**src/rtl/vdic_dut_pkg.sv**
```systemverilog
// Shared types and constants for the VDIC serial front-end.
package vdic_dut_pkg;
  localparam int RX_WORD_W = 10;
  localparam int MAX_DATA  = 8;

  typedef enum logic [1:0] {
    RX_OK       = 2'd0,
    RX_PARITY   = 2'd1,
    RX_OVERFLOW = 2'd2,
    RX_FRAMING  = 2'd3
  } rx_status_t;

  typedef enum logic [1:0] {IDLE, RX, DONE, WAIT_IDLE} rx_state_t;
endpackage

```
**src/rtl/vdic_rx_word.sv**
```systemverilog
// Serial word assembler: shift register, bit counter and parity check.
// Word outputs are combinational on the cycle the parity bit is sampled.
module vdic_rx_word #(
  parameter int DATA_W = 8
) (
  input  logic              clk,
  input  logic              rst,
  input  logic              shift_i,
  input  logic              clr_i,
  input  logic              din_i,
  output logic              word_done_o,
  output logic              word_flag_o,
  output logic [DATA_W-1:0] word_payload_o,
  output logic              word_perr_o
);
  localparam int WW = DATA_W + 2;
  localparam int CW = $clog2(WW);

  logic [WW-2:0] sr_q;
  logic [CW-1:0] cnt_q;
  logic [WW-1:0] word;

  assign word           = {sr_q, din_i};
  assign word_done_o    = shift_i && (cnt_q == CW'(WW-1));
  assign word_flag_o    = word[WW-1];
  assign word_payload_o = word[WW-2:1];
  assign word_perr_o    = (^word[WW-2:1]) != word[0];

  always_ff @(posedge clk) begin
    if (rst || clr_i) begin
      sr_q  <= '0;
      cnt_q <= '0;
    end else if (shift_i) begin
      sr_q  <= word[WW-2:0];
      cnt_q <= word_done_o ? '0 : cnt_q + 1'b1;
    end
  end
endmodule

```
**src/rtl/vdic_serial_rx.sv**
```systemverilog
// Serial frame receiver: collects operand/command words, records the first
// error seen, and hands one frame result per attempt to a one-entry holding register.
module vdic_serial_rx #(
  parameter int DATA_W   = 8,
  parameter int MAX_DATA = 8
) (
  input  logic                         clk,
  input  logic                         rst,
  input  logic                         enable_n,
  input  logic                         din,
  output logic                         out_valid,
  input  logic                         out_ready,
  output logic [DATA_W-1:0]            frame_cmd,
  output logic [$clog2(MAX_DATA+1)-1:0] frame_size,
  output logic [MAX_DATA*DATA_W-1:0]   frame_data,
  output vdic_dut_pkg::rx_status_t     frame_status,
  output logic [7:0]                   drop_cnt
);
  import vdic_dut_pkg::*;

  localparam int SW = $clog2(MAX_DATA+1);
  localparam int IW = $clog2(MAX_DATA);

  rx_state_t                        state_q, state_d;
  logic [SW-1:0]                    cnt_q, cnt_d;
  logic [MAX_DATA-1:0][DATA_W-1:0]  data_q, data_d;
  logic [DATA_W-1:0]                cmd_q, cmd_d;
  rx_status_t                       err_q, err_d;
  logic                             shift, clr, load;

  logic              word_done, word_flag, word_perr;
  logic [DATA_W-1:0] word_payload;

  vdic_rx_word #(.DATA_W(DATA_W)) u_word (
    .clk            (clk),
    .rst            (rst),
    .shift_i        (shift),
    .clr_i          (clr),
    .din_i          (din),
    .word_done_o    (word_done),
    .word_flag_o    (word_flag),
    .word_payload_o (word_payload),
    .word_perr_o    (word_perr)
  );

  always_ff @(posedge clk) begin
    if (rst) begin
      state_q <= IDLE;
      cnt_q   <= '0;
      data_q  <= '0;
      cmd_q   <= '0;
      err_q   <= RX_OK;
    end else begin
      state_q <= state_d;
      cnt_q   <= cnt_d;
      data_q  <= data_d;
      cmd_q   <= cmd_d;
      err_q   <= err_d;
    end
  end

  // err_d is re-read within a word so parity takes precedence over overflow
  always_comb begin
    state_d = state_q;
    cnt_d   = cnt_q;
    data_d  = data_q;
    cmd_d   = cmd_q;
    err_d   = err_q;
    shift   = 1'b0;
    clr     = 1'b1;
    load    = 1'b0;
    unique case (state_q)
      IDLE: begin
        if (!enable_n) begin
          shift   = 1'b1;
          clr     = 1'b0;
          state_d = RX;
        end
      end
      RX: begin
        clr = 1'b0;
        if (enable_n) begin
          if (err_d == RX_OK) err_d = RX_FRAMING;
          state_d = DONE;
        end else begin
          shift = 1'b1;
          if (word_done) begin
            if (word_perr && err_d == RX_OK) err_d = RX_PARITY;
            if (word_flag) begin
              cmd_d   = word_payload;
              state_d = DONE;
            end else if (cnt_q != SW'(MAX_DATA)) begin
              data_d[cnt_q[IW-1:0]] = word_payload;
              cnt_d = cnt_q + 1'b1;
            end else if (err_d == RX_OK) begin
              err_d = RX_OVERFLOW;
            end
          end
        end
      end
      DONE: begin
        load    = 1'b1;
        cnt_d   = '0;
        data_d  = '0;
        cmd_d   = '0;
        err_d   = RX_OK;
        state_d = WAIT_IDLE;
      end
      WAIT_IDLE: begin
        if (enable_n) state_d = IDLE;
      end
      default: state_d = IDLE;
    endcase
  end

  logic                        ovld_q;
  logic [DATA_W-1:0]           ocmd_q;
  logic [SW-1:0]               osize_q;
  logic [MAX_DATA*DATA_W-1:0]  odata_q;
  rx_status_t                  ostat_q;
  logic [7:0]                  drop_q;

  always_ff @(posedge clk) begin
    if (rst) begin
      ovld_q  <= 1'b0;
      ocmd_q  <= '0;
      osize_q <= '0;
      odata_q <= '0;
      ostat_q <= RX_OK;
      drop_q  <= '0;
    end else if (load && (!ovld_q || out_ready)) begin
      ovld_q  <= 1'b1;
      ocmd_q  <= cmd_q;
      osize_q <= cnt_q;
      odata_q <= data_q;
      ostat_q <= err_q;
    end else begin
      if (ovld_q && out_ready) ovld_q <= 1'b0;
      if (load && drop_q != 8'hFF) drop_q <= drop_q + 8'd1;
    end
  end

  assign out_valid    = ovld_q;
  assign frame_cmd    = ocmd_q;
  assign frame_size   = osize_q;
  assign frame_data   = odata_q;
  assign frame_status = ostat_q;
  assign drop_cnt     = drop_q;
endmodule

```
**config.mk**
```make
export PLATFORM = sky130hd
export DESIGN_NAME = vdic_serial_rx
export DESIGN_NICKNAME = d
export VERILOG_FILES = /design/src/rtl/vdic_dut_pkg.sv /design/src/rtl/vdic_rx_word.sv /design/src/rtl/vdic_serial_rx.sv
export SDC_FILE = /design/constraint.sdc
export NUM_CORES = 1
export LEC_CHECK = 0
export ABC_AREA = 1
export CAP_MARGIN = 20
export CORE_ASPECT_RATIO = 1.5
export CORE_MARGIN = 2
export CORE_UTILIZATION = 35
export DETAILED_ROUTE_END_ITERATION = 8
export DONT_BUFFER_PORTS = 1
export GPL_TIMING_DRIVEN = 0
export SYNTH_ARGS = -nofsm -noshare
export SYNTH_HDL_FRONTEND = slang
export SYNTH_SLANG_ARGS = --single-unit
```
**constraint.sdc**
```tcl
create_clock -name clk -period 4.9 [get_ports clk]
set_input_delay 0.49 -clock clk [delete_from_list [all_inputs] [get_ports clk]]
set_output_delay 0.49 -clock clk [all_outputs]
set_load 0.01 [all_outputs]
```
Word-level counts from Yosys, hierarchy flattened
Index checks and enable logic that the tools add are counted.

operators by class
  reduce and logical (&&, ||, !) cells = 21
  magnitude comparators = 2
  bitwise gates (word level) = 1
  multiplexer cells = 42
  eq/ne operators = 17
  add/sub/neg operators = 3

operators with widths
  operator                                                                 number
  64-bit 2-to-1 mux                                                        4
  64-bit case mux with 2 select lines                                      1
  64-bit bitwise mux                                                       1
  8-bit 2-to-1 mux                                                         4
  2-bit 2-to-1 mux                                                         15
  8-bit demux with 3-bit select                                            1
  4-bit 2-to-1 mux                                                         5
  8-bit case mux with 2 select lines                                       1
  2-bit inequality test, second input constant                             5
  4-bit by 1-bit adder with 4-bit output, second input constant            2
  8-bit by 1-bit adder with 8-bit output, second input constant            1
  8-bit inequality test, second input constant                             1
  2-bit case mux with 4 select lines                                       1
  4-bit case mux with 2 select lines                                       1
  4-bit AND reduction                                                      2
  8-bit parity                                                             1
  1-bit logical AND                                                        6
  2-bit logical NOT                                                        3
  1-bit 2-to-1 mux                                                         6
  3-bit by 2-bit inequality test with 1-bit output, second input constant  2
  5-bit AND reduction                                                      1
  2-bit == test, second input constant                                     2
  4-bit == test, second input constant                                     1
  3-bit by 4-bit < comparator with 1-bit output, second input constant     1
  15 further kinds                                                         18

word-level totals
  output and inout bits = 87
  input bits = 5
  bits in registers = 180

Depth between registers and ports, before layout
Gate-level depths: netlist of run 1.

  depth after elaboration = 14
  mapped depth = 12
  gate-level depth less buffers = 12

By module
From an unflattened synthesis of run 1, not the netlist that was laid out.

unflattened totals
  cells, all modules = 945
  area total of the unflattened synthesis = 7,130.6 um2

modules (own cells, without submodules)
  module          times used  area an instance (um2)  sequential area each (um2)  cells each
  vdic_serial_rx  1           6,456.2                 3,343.2                     849
  vdic_rx_word    1           674.4                   260.2                       96

Worst setup path before layout of run 1
No wires, ideal clock.

  path kind = register to register
  start = register state_q[1]
  end = register data_q[7] in the netlist's numbering
  buffers on the path = 0
  library setup time = 0.132 ns
  data required time = 4.768 ns
  cell stages (with the launch flop) = 11
  data arrival time = 1.805 ns
  slack = 2.963 ns
  path through = dfxtp_1 inv_1 ha_1 nor2_1 o21bai_1 nor2_2 nand3_4 nor3_2 nor2_2 nand2_1 a21oi_1

on the way
  longest elaborated chain between the ends = 6
  elaborated cells between the ends (all ways) = 13
  classes of those cells = 6 x eq/ne; 2 x mux; 5 x reduce/logical

RTL lines
  what                                                                                  RTL line              text
  start, declared                                                                       vdic_serial_rx.sv:24  rx_state_t state_q, state_d;
  start signal, assigned                                                                vdic_serial_rx.sv:54  state_q <= state_d;
  2-bit by 1-bit == test with 1-bit output / 2-bit logical NOT (equally long branches)  vdic_serial_rx.sv:72  unique case (state_q)
  2-bit OR reduction (no line)                                                          -
  1-bit 2-to-1 mux                                                                      -
  1-bit logical AND                                                                     vdic_rx_word.sv:24    assign word_done_o = shift_i && (cnt_q == CW'(WW-1));
  2-bit by 1-bit inequality test with 1-bit output (no line)                            -
  5-bit AND reduction (no line)                                                         -
  end signal, assigned                                                                  vdic_serial_rx.sv:56  data_q <= data_d;
  end, declared                                                                         vdic_serial_rx.sv:26  logic [MAX_DATA-1:0][DATA_W-1:0] data_q, data_d;

Parallel ways exist; a longest one is shown, timed or not.
A chain may end at the register's enable or synchronous reset.

Worst setup path after layout of run 1
  start = register state_q[0]
  end = register ocmd_q[7] (netlist: frame_cmd[7])

on the way
  longest elaborated chain between the ends = 3

RTL lines
  what                  RTL line               text
  2-bit == test         vdic_serial_rx.sv:72
  1-bit 2-to-1 mux      vdic_serial_rx.sv:72
  1-bit logical AND     vdic_serial_rx.sv:131  end else if (load && (!ovld_q || out_ready)) begin
  end signal, assigned  vdic_serial_rx.sv:133  ocmd_q <= cmd_q;
  end, declared         vdic_serial_rx.sv:117  logic [DATA_W-1:0] ocmd_q;

Every way passes these cells.

==> results of run 1 <==
## per-layer routing
| layer | vias to the layer above | global-route usage (%) |
|---|---|---|
| met5 | - | 0 |
| met4 | 0 | 5.97 |
| met3 | 21 | 5.48 |
| met2 | 114 | 31.7 |
| met1 | 2590 | 18.1 |
| li1 | 2915 | - |
## flip-flops by register name, summed over array words and instances, names as in the netlist, 4 cells and up
register / flops
cmd_q: 8
drop_cnt: 8
frame_data: 64
u_word.cnt_q: 4
cnt_q: 4
frame_size: 4
u_word.sr_q: 9
data_q: 64
frame_cmd: 8
## path summary, 6_finish.rpt
check                        end       start
setup / recovery    frame_cmd[7]  state_q[0]
hold / removal    u_word.sr_q[0]         din
setup reg to reg    frame_cmd[7]  state_q[0]
hold reg to reg       data_q[28]  data_q[28]
## area by class of cell
type,count,area share [%]
multi-input combinational,613,36.9
inverter,54,2.63
tap,256,4.15
sequential,180,46.7
buffer,40,1.95
clock buffer,19,5.74
clock inverter,13,1.91
## critical path, delay by kind of cell (launching register included)
| family | cells | cell delay (ps) |
|---|---|---|
| buffers and inverters | 4 | 1320 |
| DFF | 1 | 330 |
| AOI/OAI and AO/OA | 2 | 280 |
| adders and majority gates | 1 | 240 |
| and+or+nand+nor | 1 | 170 |
## layout by cell type (no fill, tap or decap), drive strengths merged
| cell | instances |
|---|---|
| o21bai | 1 |
| nor4 | 4 |
| inv | 58 |
| o22ai | 1 |
| bufinv | 2 |
| nand2 | 181 |
| xor2 | 3 |
| nand3 | 19 |
| ha | 9 |
| clkinv | 3 |
| and2 | 1 |
| nand3b | 2 |
| a21oi | 110 |
| clkbuf | 58 |
| nand4 | 2 |
| a211oi | 2 |
| xnor2 | 2 |
| dfxtp | 180 |
| nor2 | 164 |
| buf | 1 |
| clkinvlp | 4 |
| nor3 | 6 |
| o21ai | 106 |
## logic make-up (layout without fill, tap and decap cells)
kind of cell,Yosys count,in the layout
adders and majority gates,9,9
xor gates and xnor gates,5,5
buffers and inverters,94,126
DFF,180,180
and+or+nand+nor,379,379
AOI/OAI and AO/OA,220,220
## power groups by stage
stage	clock (W)	combinational [W]	sequential (W)
after floorplan	0	0.000913	0.00207
after global placement	0	0.00119	0.00214
after detailed placement	0	0.00121	0.00215
after CTS	0.00140	0.00122	0.00211
after global routing	0.00145	0.00138	0.00215
final	0.00137	0.00121	0.00210
## stage by stage
step / setup slack, ps / utilization, % / hold WS, ps / cells / total power (W)
CTS: 2390 / 40.4 / 219 / 1175 / 0.00473
finish: 2490 / 40.4 / 233 / 1175 / 0.00468
floorplan: 2960 / - / 430 / 887 / 0.00298
detailed placement: 2430 / 37.3 / 447 / 1143 / 0.00336
global placement: 2450 / 37.3 / 445 / 1143 / 0.00333
global route: 2220 / 40.4 / 227 / 1175 / 0.00497
==> summary.md, run 1 <==
| Metric | Value |
|---|---|
| Post-synthesis mux area share | 0% |
| Max Used Layer | met4 |
| Combinational power share | 25.8% |
| Drt first pass iters | 5 |
| Sequential-to-total area share from yosys stat | 53.0% |
| CP cell instances | inv_1, ha_1, nand2_1, inv_1, clkbuf_1, clkbuf_1, o21ai_0, a21oi_1 |
| Arr. time, crit path | 2780 ps |
| Antenna Nets Post-Route | 0 |
| Final WL | 17.7 mm |
| Seq cells post-synth | 180 |
| Measured slew at the worst slew-check pin | 1040 ps |
| Simple-gate share of the synthesized area | 23.2% |
| Status | completed |
| Avg Inst Size Synth | 7.67 um^2 |
| Initial Util | 35.6% |
| I/O Buffers | 0 |
| Max Slew Vio Count | 0 |
| Psw | 0.00177 W |
| Area Overhead vs Synth | 13.4% |
| Main combinational cell family by area after synthesis | simple AND/OR/NAND/NOR gates |
| Final HPWL DP | 12.7 mm |
| GRT overflow | 0 |
| Largest cells by area after synthesis | dfxtp_1 53%, nand2_1 9.9%, nor2_1 8.2% |
| Relative slew slack | 30.1% |
| Routed wire length on met3 | 996 um |
| FF-to-FF setup slack | 2490 ps |
| Largest net degree at the start of global routing | 17 |
| First-pass GRT wire length | 27.7 mm |
| Total number of vias | 5640 |
| CP max FO | 10 |
| Storage element area | 0.00360 mm^2 |
| Leak pwr | 2.78 nW |
| Cell Area, Synth | 0.00680 mm^2 |
| Post-Synth XOR/XNOR Area | 0.644% |
| MaxCap Viol Count | 0 |
| # clock sinks | 180 |
| CP max-delay cell | clkbuf_1 |
| Minimum clock period | 2410 ps |
| Fmax | 415 MHz |
| Vias in the first global route | 5254 |
| Clock Tree Root | clkbuf_16 |
| Crit start category | flip-flop |
| DR iter-0 viols | 393 |
| Area of the multi-input gates | 0.00284 mm^2 |
| DRC | 0 |
| Post-synth EDFFs | 0 |
| Synth Area in Compound Gates | 16.3% |
| Post_cts resized | 0 |
| Setup TNS | 0 ps |
| Final nets | 920 |
| IO Count | 92 |
| Initial antenna violation count | 0 |
| GP Congestion | 0.824 |
| DR vias/cell | 4.80 |
| Routed length on met1 | 7.03 mm |
| Die area | 0.0206 mm^2 |
| Die height | 175 um |
| CTS H-tree lvls | 4 |
| Flop pwr share | 44.9% |
| Met2 WL | 9.34 mm |
| Post-CTS Hold Fix Bufs | 0 |
| Synthesized instance count | 887 |
| FF-to-FF path depth | 8 |
| Crit path kind | reg2reg |
| Top-area cell type share of the netlist area | 53.0% |
| Post-CTS Setup Bufs | 0 |
| Synth top cells by count | 180 x dfxtp_1, 179 x nand2_1, 148 x nor2_1 |
| Die W | 118 um |
| Fin area | 0.00771 mm^2 |
| Cell taking the most area after synthesis | dfxtp_1 |
| Ys flop type | dfxtp_1 |
| CORE AREA | 0.0191 mm^2 |
| Ratio of final minimum period to clock period | 49.2% |
| RSZ-0062 raised after global routing | no |
| Nature of the critical path endpoint | flip-flop |
| Skew-Pair Late Insertion Delay | 440 ps |
| Power per cell area | 607 mW/mm^2 |
| Count leader, synth | dfxtp_1 |
| Share of layout cells above drive strength 1 | 5.98% |
| All-Layer GR Usage | 17.1% |
| Switching share of total power | 37.8% |
| CTS buffer count | 17 |
| Clock Power Share | 29.3% |
| Asr flop ratio synth | 0% |
| VDD IR max | 0.254 mV |
| Diodes inserted | 0 |
| Critical path data required time | 5270 ps |
| Area share of fa/ha/maj cells after synthesis | 1.66% |
| P_int | 0.00291 W |
| Endpoints failing hold | 0 |
| # fillers | 2032 |
| Hold Path Depth | 2 |
| Avg WL per Cell | 15.1 um |
| CTS tree | yes |
| Hold WC Path Type | in2reg |
| Final setup violation count | 0 |
| DP Area | 0.00712 mm^2 |
| Clock Pin Slew Worst Setup and Hold Paths | 70 ps |
| Syn Nets | 901 |
| YS warnings | 0 |
| Rows | 62 |
| Distinct cells, synth | 28 |
| Max incr delay on CP | 600 ps |
| CTS max path bufs | 2 |
| Max Clock Skew | 9.37 ps |
(Power assumes the default switching activity.)
==> run 2, diff against run 1 <==
Clock period 4.9 ns to 2.3 ns, I/O delays scaled along.
==> summary.md, run 2 (synthesis results as in run 1) <==
| Metric | Value |
|---|---|
| Status | completed |
| VDD IR max | 0.537 mV |
| Crit start category | flip-flop |
| FF-to-FF path depth | 6 |
| CP bufs+invs | 2 |
| CTS H-tree lvls | 4 |
| Design Power | 0.0101 W |
| Clock Tree Root | clkbuf_16 |
| Endpoints failing hold | 0 |
| Arr. time, crit path | 2590 ps |
| RR Endpoint | cmd_q[2] |
| Antenna Nets Post-Route | 0 |
| Delay-heaviest family, CP | simple AND/OR/NAND/NOR gates |
| MaxCap Viol Count | 0 |
| Setup ws final | 77.9 ps |
| Fmax | 450 MHz |
| Area Overhead vs Synth | 16.0% |
| Hold WC Path Type | in2reg |
| Worst r2r src | state_q[0] |
| Critical Path Stages | 6 |
| Dpl ws | -168 ps |
| # clock sinks | 180 |
| Critical path destination | cmd_q[2] |
| Share of layout cells above drive strength 1 | 8.39% |
| CORE AREA | 0.0191 mm^2 |
| Clock Pin Slew Worst Setup and Hold Paths | 70 ps |
| Critical path data required time | 2670 ps |
| Rows | 62 |
| Die height | 175 um |
| GRT overflow | 0 |
| Power per cell area | 1280 mW/mm^2 |
| Skew-Pair Late Insertion Delay | 440 ps |
| CTS buffer count | 17 |
| RSZ-0062 raised after global routing | yes |
| CTS max path bufs | 2 |
| Critical path startpoint | state_q[0] |
| Max Slew Vio Count | 0 |
| First-pass GRT wire length | 27.8 mm |
| Final WL | 17.8 mm |
| Diodes inserted | 0 |
| Max Clock Skew | 11.0 ps |
| Final setup violation count | 0 |
| Relative slew slack | 29.2% |
| Die area | 0.0206 mm^2 |
| Ratio of final minimum period to clock period | 96.6% |
| IO Count | 92 |
| Largest net degree at the start of global routing | 17 |
| CP max-delay cell | nor2_1 |
| Initial antenna violation count | 0 |
| Crit path kind | reg2reg |
| Max incr delay on CP | 870 ps |
| DRC | 0 |
| Avg WL per Cell | 15.0 um |
| CP cell instances | inv_2, ha_2, buf_1, nor2_1, o21ai_0, a21oi_1 |
| All-Layer GR Usage | 17.2% |
| GP Congestion | 0.824 |
| Measured slew at the worst slew-check pin | 1060 ps |
| CTS tree | yes |
| CP max FO | 10 |
| Final nets | 931 |
| Drt first pass iters | 4 |
| Final HPWL DP | 12.7 mm |
| FF-to-FF setup slack | 80 ps |
| Nature of the critical path endpoint | flip-flop |
| Leak pwr | 2.85 nW |
| Vias in the first global route | 5273 |
| DR vias/cell | 4.81 |
| # fillers | 2021 |
| Die W | 118 um |
| Most common cell after layout, fill and taps aside | nand2_1 |
| Total number of vias | 5700 |
| DR iter-0 viols | 310 |
| Minimum clock period | 2220 ps |
| Initial Util | 35.6% |
| Most frequent cells in the layout | 179 x nand2_1, 177 x dfxtp_1, 147 x nor2_1 |
| I/O Buffers | 0 |
run 2: layout make-up:
class	instances	area, um^2	share of cell area, %
Clock buffer	19	443	5.61
Timing Repair Buffer	12	98.8	1.25
Tap cell	256	320	4.06
Inverter	54	206	2.62
Buffer	39	148	1.87
Sequential cell	180	3610	45.8
Clock inverter	13	148	1.87
Multi-Input combinational cell	613	2920	37.0
run 2: how the worst min path moves through the flow:
| stage | endpoint | startpoint | slack (ps) | cells past startpoint |
|---|---|---|---|---|
| after floorplan | u_word.sr_q[0] | din | 400 | 2 |
| after global placement | u_word.sr_q[0] | din | 420 | 2 |
| after detailed placement | u_word.sr_q[0] | din | 420 | 2 |
| after CTS | out_valid | out_ready | 30 | 3 |
| after global routing | out_valid | out_ready | 50 | 3 |
| final | out_valid | out_ready | 50 | 3 |
run 2: power by group:
group / switching (W) / total, W / internal, W / leakage [nW]
logic: 0.00186 / 0.00271 / 0.000847 / 1.11
clock network: 0.00127 / 0.00292 / 0.00164 / 0.277
registers: 0.000699 / 0.00450 / 0.00380 / 1.47
total: 0.00383 / 0.0101 / 0.00629 / 2.85
run 2: what timing repair did:
item                                    4_1_cts  5_1_grt
hold buffers                                  2        0
pin swaps                                     1        8
gates resized for setup                       0       26
endpoints found under the setup margin       54       97
setup buffers                                 3        7
hold endpoints to repair                      2        0
run 2: per-layer routing:
metal | GRT usage (%) | wire length [um]
met5 | 0 | 0
met4 | 5.82 | 350
met3 | 5.35 | 916
met1 | 18.4 | 7160
met2 | 31.8 | 9340
run 2: metrics by stage:
| step | util, % | setup TNS [ps] | area, um^2 | std cells | hold WS (ps) |
|---|---|---|---|---|---|
| after global placement | 37.3 | -1210 | 7120 | 1143 | 418 |
| after detailed placement | 37.3 | -2300 | 7120 | 1143 | 423 |
| after floorplan | - | 0 | 6800 | 887 | 397 |
| after global routing | 41.3 | -88.0 | 7890 | 1186 | 52.4 |
| after CTS | 40.6 | -1450 | 7750 | 1179 | 26.4 |
| final | 41.3 | 0 | 7890 | 1186 | 48.0 |
run 2: worst register-to-register path, cell delays in order, from the launching register on:
cell     delay, ps
dfxtp_2        370
inv_2           60
ha_2           210
buf_1          250
nor2_1         880
o21ai_0        240
a21oi_1        150
